`src/rtl/tx_word_serializer_if.sv`:
```
// Bus between the FIR result path / UART Tx unit and the word serializer.
// The serializer takes the slave modport; the environment takes master.
`timescale 1ns/1ps
interface tx_word_serializer_if #(
    parameter int WORD_WIDTH = 16,
    parameter int UART_BITS  = 8,
    parameter int DEPTH      = 8
);
    localparam int AW = $clog2(DEPTH);

    logic [WORD_WIDTH-1:0] word_in;
    logic                  word_valid;
    logic                  tx_busy;
    logic                  tx_start;
    logic [UART_BITS-1:0]  tx_data;
    logic                  full;
    logic                  empty;
    logic [AW:0]           level;
    logic                  overflow;

    modport master (
        output word_in, word_valid, tx_busy,
        input  tx_start, tx_data, full, empty, level, overflow
    );

    modport slave (
        input  word_in, word_valid, tx_busy,
        output tx_start, tx_data, full, empty, level, overflow
    );
endinterface

```
`src/rtl/tx_word_serializer.sv`:
```
// Buffers result words in a FIFO and hands them to the UART Tx unit one byte
// at a time, MSB byte first, using the Tx start/busy handshake.
`timescale 1ns/1ps
module tx_word_serializer #(
    parameter int WORD_WIDTH = 16,
    parameter int UART_BITS  = 8,
    parameter int DEPTH      = 8
) (
    input  logic               clk,
    input  logic               rst,
    tx_word_serializer_if.slave bus
);
    localparam int BPW = WORD_WIDTH / UART_BITS;
    localparam int AW  = $clog2(DEPTH);
    localparam int BCW = (BPW > 1) ? $clog2(BPW) : 1;
    localparam logic [AW:0]    DEPTH_L   = (AW+1)'(DEPTH);
    localparam logic [BCW-1:0] LAST_BYTE = BCW'(BPW - 1);

    typedef enum logic [1:0] {IDLE, START, WAIT_HI, WAIT_LO} state_e;

    state_e                state_q, state_d;
    logic [WORD_WIDTH-1:0] mem_q [DEPTH];
    logic [AW-1:0]         wr_ptr_q, rd_ptr_q;
    logic [AW:0]           level_q, level_d;
    logic [WORD_WIDTH-1:0] shreg_q, shreg_d;
    logic [BCW-1:0]        byte_cnt_q, byte_cnt_d;
    logic                  overflow_q;
    logic                  tx_start;
    logic                  pop;
    logic                  push;

    // Pops only happen in IDLE, which frees a slot for a simultaneous write.
    assign pop  = (state_q == IDLE) && (level_q != '0);
    assign push = bus.word_valid && ((level_q != DEPTH_L) || pop);

    always_comb begin
        level_d = level_q;
        if (push && !pop) begin
            level_d = level_q + (AW+1)'(1);
        end else if (pop && !push) begin
            level_d = level_q - (AW+1)'(1);
        end
    end

    always_comb begin
        state_d    = state_q;
        shreg_d    = shreg_q;
        byte_cnt_d = byte_cnt_q;
        tx_start   = 1'b0;
        case (state_q)
            IDLE: begin
                if (pop) begin
                    shreg_d    = mem_q[rd_ptr_q];
                    byte_cnt_d = '0;
                    state_d    = START;
                end
            end
            START: begin
                if (!bus.tx_busy) begin
                    tx_start = 1'b1;
                    state_d  = WAIT_HI;
                end
            end
            WAIT_HI: begin
                if (bus.tx_busy) begin
                    state_d = WAIT_LO;
                end
            end
            WAIT_LO: begin
                if (!bus.tx_busy) begin
                    if (byte_cnt_q == LAST_BYTE) begin
                        state_d = IDLE;
                    end else begin
                        shreg_d    = shreg_q << UART_BITS;
                        byte_cnt_d = byte_cnt_q + BCW'(1);
                        state_d    = START;
                    end
                end
            end
            default: state_d = IDLE;
        endcase
    end

    always_ff @(posedge clk) begin
        if (rst) begin
            state_q    <= IDLE;
            wr_ptr_q   <= '0;
            rd_ptr_q   <= '0;
            level_q    <= '0;
            shreg_q    <= '0;
            byte_cnt_q <= '0;
            overflow_q <= 1'b0;
        end else begin
            state_q    <= state_d;
            level_q    <= level_d;
            shreg_q    <= shreg_d;
            byte_cnt_q <= byte_cnt_d;
            overflow_q <= bus.word_valid && !push;
            if (push) begin
                wr_ptr_q <= wr_ptr_q + AW'(1);
            end
            if (pop) begin
                rd_ptr_q <= rd_ptr_q + AW'(1);
            end
        end
    end

    // Storage needs no reset; pointers and level define what is valid.
    always_ff @(posedge clk) begin
        if (push && !rst) begin
            mem_q[wr_ptr_q] <= bus.word_in;
        end
    end

    assign bus.tx_start = tx_start;
    assign bus.tx_data  = shreg_q[WORD_WIDTH-1 -: UART_BITS];
    assign bus.level    = level_q;
    assign bus.full     = (level_q == DEPTH_L);
    assign bus.empty    = (level_q == '0);
    assign bus.overflow = overflow_q;
endmodule

```
`src/flat_wrapper.sv`:
```
// flat-port wrapper written by rule: the top's interface ports become plain ports
module tx_word_serializer_flat 
#(
    parameter int WORD_WIDTH = 16,
    parameter int UART_BITS  = 8,
    parameter int DEPTH      = 8
)
  (clk, rst, bus_word_in, bus_word_valid, bus_tx_busy, bus_tx_start, bus_tx_data, bus_full, bus_empty, bus_level, bus_overflow);
  tx_word_serializer_if #(.WORD_WIDTH(WORD_WIDTH), .UART_BITS(UART_BITS), .DEPTH(DEPTH)) bus_i ();
  input  logic clk;
  input  logic rst;
  input wire logic [$bits(bus_i.word_in)-1:0] bus_word_in;
  input wire logic [$bits(bus_i.word_valid)-1:0] bus_word_valid;
  input wire logic [$bits(bus_i.tx_busy)-1:0] bus_tx_busy;
  output wire logic [$bits(bus_i.tx_start)-1:0] bus_tx_start;
  output wire logic [$bits(bus_i.tx_data)-1:0] bus_tx_data;
  output wire logic [$bits(bus_i.full)-1:0] bus_full;
  output wire logic [$bits(bus_i.empty)-1:0] bus_empty;
  output wire logic [$bits(bus_i.level)-1:0] bus_level;
  output wire logic [$bits(bus_i.overflow)-1:0] bus_overflow;
  assign bus_i.word_in = bus_word_in;
  assign bus_i.word_valid = bus_word_valid;
  assign bus_i.tx_busy = bus_tx_busy;
  assign bus_tx_start = bus_i.tx_start;
  assign bus_tx_data = bus_i.tx_data;
  assign bus_full = bus_i.full;
  assign bus_empty = bus_i.empty;
  assign bus_level = bus_i.level;
  assign bus_overflow = bus_i.overflow;
  tx_word_serializer #(.WORD_WIDTH(WORD_WIDTH), .UART_BITS(UART_BITS), .DEPTH(DEPTH)) u_core (.clk(clk), .rst(rst), .bus(bus_i));
endmodule
```
`config.mk`:
```
export PLATFORM = sky130hd
export DESIGN_NAME = tx_word_serializer_flat
export DESIGN_NICKNAME = d
export VERILOG_FILES = /design/src/rtl/tx_word_serializer_if.sv /design/src/rtl/tx_word_serializer.sv /design/src/flat_wrapper.sv
export SDC_FILE = /design/constraint.sdc
export NUM_CORES = 1
export LEC_CHECK = 0
export CORE_ASPECT_RATIO = 0.9
export CORE_MARGIN = 3
export CORE_UTILIZATION = 35
export CTS_BUF_LIST = sky130_fd_sc_hd__clkbuf_16
export CTS_CLUSTER_SIZE = 12
export DETAILED_ROUTE_END_ITERATION = 16
export GPL_TIMING_DRIVEN = 1
export PLACE_DENSITY_LB_ADDON = 0.15
export SLEW_MARGIN = 20
export SYNTH_ARGS = -nofsm -noshare
export SYNTH_HDL_FRONTEND = slang
export SYNTH_SLANG_ARGS = --single-unit
```
`constraint.sdc`:
```
create_clock -name clk -period 6.5 [get_ports clk]
set_clock_uncertainty 0.05 [all_clocks]
set_input_delay 0.65 -clock clk [delete_from_list [all_inputs] [get_ports clk]]
set_output_delay 0.65 -clock clk [all_outputs]
set_load 0.01 [all_outputs]
```
==> metrics.md <==
| Metric | Value |
|---|---|
| Fin crit share | `45.50%` |
| Status | `completed` |
| Peak supply drop | `0.1890 mV` |
| Synth area leader | `edfxtp_1` |
| Internal | `2.051 mW` |
| Layout net count | `442` |
| Data arrival time of the critical path | `3.22 ns` |
| Post-CTS setup buffers | `0` |
| Via count | `3278` |
| Post-layout power | `2.940 mW` |
| Largest net degree at the start of global routing | `36` |
| Worst Max-Slew Pin Slew | `1.061 ns` |
| DRT iter0 DRCs | `185` |
| Largest cells by area after synthesis | `edfxtp_1 (59%), mux4_2 (11%), dfxtp_1 (10%), ha_1 (1.9%), nor2_1 (1.9%)` |
| Die H | `134.9 um` |
| Congestion Overflow GR | `0` |
| Post-Place Cells | `632` |
| Worst-skew pair later-pin latency | `0.43 ns` |
| I/O pins | `36` |
| Worst R2R Start | `u_core.state_q[0]` |
| Utilization of the core after routing | `42.57%` |
| Origin of the worst setup path | `u_core.state_q[0]` |
| Net Sw Frac | `30.21%` |
| RSZ-0062 raised after global routing | `false` |
| Die Footprint | `20130 sq um` |
| Router iterations before antenna repair | `4` |
| Ys async rst share | `0%` |
| Post-CTS Resized | `0` |
| Clk sinks | `161` |
| Initial Utilization | `36.21%` |
| Clock buffer count from CTS | `17` |
| Total GRT Usage | `13.82%` |
| Remaining antenna violation count after routing | `0` |
| WS Path Type | `register to register` |
| Crit. End Element | `register` |
| Post-synth EDFFs | `128` |
| CTS clock-pin slew for the worst setup and hold paths | `0.07 ns` |
| Vias in the first global route | `3464` |
| Count leader, synth | `edfxtp_1` |
| Post-synth top flop | `edfxtp_1` |
| Yosys cell types | `41` |
| Cells after synthesis | `370` |
| CTS tree | `done` |
| Synthesized area | `6461 sq um` |
| Yosys Warn Count | `0` |
| Routability cong. | `0.7050` |
| Sw power | `0.8881 mW` |
| Setup violators final | `0` |
| Slew Viols, Final | `0` |
| Power Dens Cells | `387.0 nW/um^2` |
| Top-area cell type share of the netlist area | `59.49%` |
| Routed wire length | `12.92 mm` |
| Placed Area | `7041 sq um` |
| N_diodes | `0` |
| Core Rows | `46` |
| Synth Area per Inst | `17.46 sq um` |
| Hold Crit Class | `register to register` |
| Area of the core region | `17840 sq um` |
| Final Non-Filler Cells | `664` |
| Chip width | `149.2 um` |
| Area growth, synth to finish | `17.54%` |
| Hold Path Origin | `u_core.shreg_q[8]` |
| Clock Power Share | `31.9%` |
| Power share of the combinational group | `25.0%` |
| HPWL Detailed | `7.520 mm` |
| Setup_tns | `0 ns` |
| Synth Net Count | `401` |
| # Max-Cap Violations | `0` |
| Lkg Pwr | `2.503 nW` |
| Worst setup SP type | `register` |
| Max Clk Rate | `338.2 MHz` |
| Required @ worst endpoint | `6.76 ns` |
| # hold bufs at CTS | `0` |
| Root Driver | `clkbuf_16` |
| DR WL/cell | `19.46 um` |
| Layout cells sized above 1 | `20.52%` |
| Sequential fraction of design power | `43.1%` |
| Sequential fraction of the synthesis area | `69.71%` |
| CTS Buffer Depth | `2` |
| Synth top cells by count | `edfxtp_1 (128), dfxtp_1 (33), nor2_1 (33)` |
| Slew HR | `28.88%` |
| DRC viols | `0` |
| Fin. Hold Viols | `0` |
| Design area | `7595 sq um` |
| Global-route wire length before repair | `20.42 mm` |
| H-tree lvl count | `4` |
| Vias per cell | `4.937` |
| #FFs+latches synth | `161` |
| Antenna violations before repair | `0` |
| CP max FO | `9` |
| Fin crit period | `2.957 ns` |
| Port buffer count | `35` |
==> worst paths after layout <==
| path | end | slack [ns] | cells past startpoint |
|---|---|---|---|
| worst max-delay path | u_core.bus.level[3] | 3.54 | 10 |
| worst min-delay path | u_core.shreg_q[8] | 0.41 | 2 |
| worst max register to register | u_core.bus.level[3] | 3.54 | 10 |
| worst min register to register | u_core.shreg_q[8] | 0.41 | 2 |
==> per-layer routing <==
metal	vias up	GRT usage [%]	wire, um
li1	1518	-	-
met4	0	4.982	216
met1	1682	18.47	5970
met5	-	0	0
met2	62	21.81	6196
met3	16	3.826	539
==> power groups by stage <==
stage | logic (mW) | registers (mW) | clock network [mW]
6_report | 0.736 | 1.27 | 0.936
4_1_cts | 0.754 | 1.27 | 0.960
5_1_grt | 0.828 | 1.28 | 1.01
3_3_place_gp | 0.736 | 1.29 | 0
3_5_place_dp | 0.750 | 1.29 | 0
2_1_floorplan | 0.600 | 1.27 | 0
==> area by class of cell <==
class	instances	area (sq um)
Clock inverter	15	128.9
Tap cell	240	300.3
Clock buffer	17	425.4
Fill cell	1627	10250
Sequential cell	161	4504
Inverter	7	26.28
Multi-Input combinational cell	177	1769
Timing Repair Buffer	47	440.4
==> cell families after synthesis <==
kind of cell / synth area share, %
buffers and inverters: 3.060
XOR/XNOR: 0.8133
AO/OA/AOI/OAI: 4.687
flip-flops: 69.71
adder cells (fa/ha/maj): 2.246
multiplexers: 13.19
AND/OR/NAND/NOR: 6.293
==> worst max-delay path, cell delays in order, from the launching register on <==
cell and delay [ns]:
dfxtp_1 0.34, inv_1 0.15, ha_1 0.50, o41ai_4 0.28, ha_1 0.28, inv_1 0.14, ha_1 0.29, a21oi_1 0.19
a211oi_1 0.10, a31oi_1 0.19, mux2_1 0.33
==> stage by stage <==
step,hold slack [ns],setup WS [ns]
2_1_floorplan,0.3867,3.599
3_5_place_dp,0.4064,3.322
4_1_cts,0.4156,3.548
5_1_grt,0.4435,3.333
6_report,0.4104,3.543
3_3_place_gp,0.4067,3.398
==> cell usage in the layout (no fill, tap or decap), types with 2 or more instances in the layout <==
cell	n
nand2_1	17
inv_1	6
a22oi_1	8
nand3b_1	8
clkinv_4	3
dfxtp_1	33
inv_6	6
nand2b_1	3
clkinvlp_4	2
nor2b_1	3
clkdlybuf4s50_1	35
o21ai_1	2
inv_2	2
nor3_2	2
a211o_1	8
mux4_2	32
xnor2_1	2
nor4_2	2
buf_4	12
xor2_1	4
edfxtp_1	128
nor2_1	33
a21oi_1	12
ha_1	10
nor3_1	3
clkbuf_16	17
mux2i_1	12
==> registers in the layout, indices dropped and copies added, names as in the netlist, named ones only <==
| register | cells |
|---|---|
| u_core.wr_ptr_q | 3 |
| u_core.rd_ptr_q | 3 |
| u_core.bus.overflow | 1 |
| u_core.state_q | 2 |
| u_core.bus.level | 4 |
| u_core.shreg_q | 16 |
| u_core.mem_q | 128 |
| u_core.byte_cnt_q | 1 |
Power figures use the tool's default switching activity.
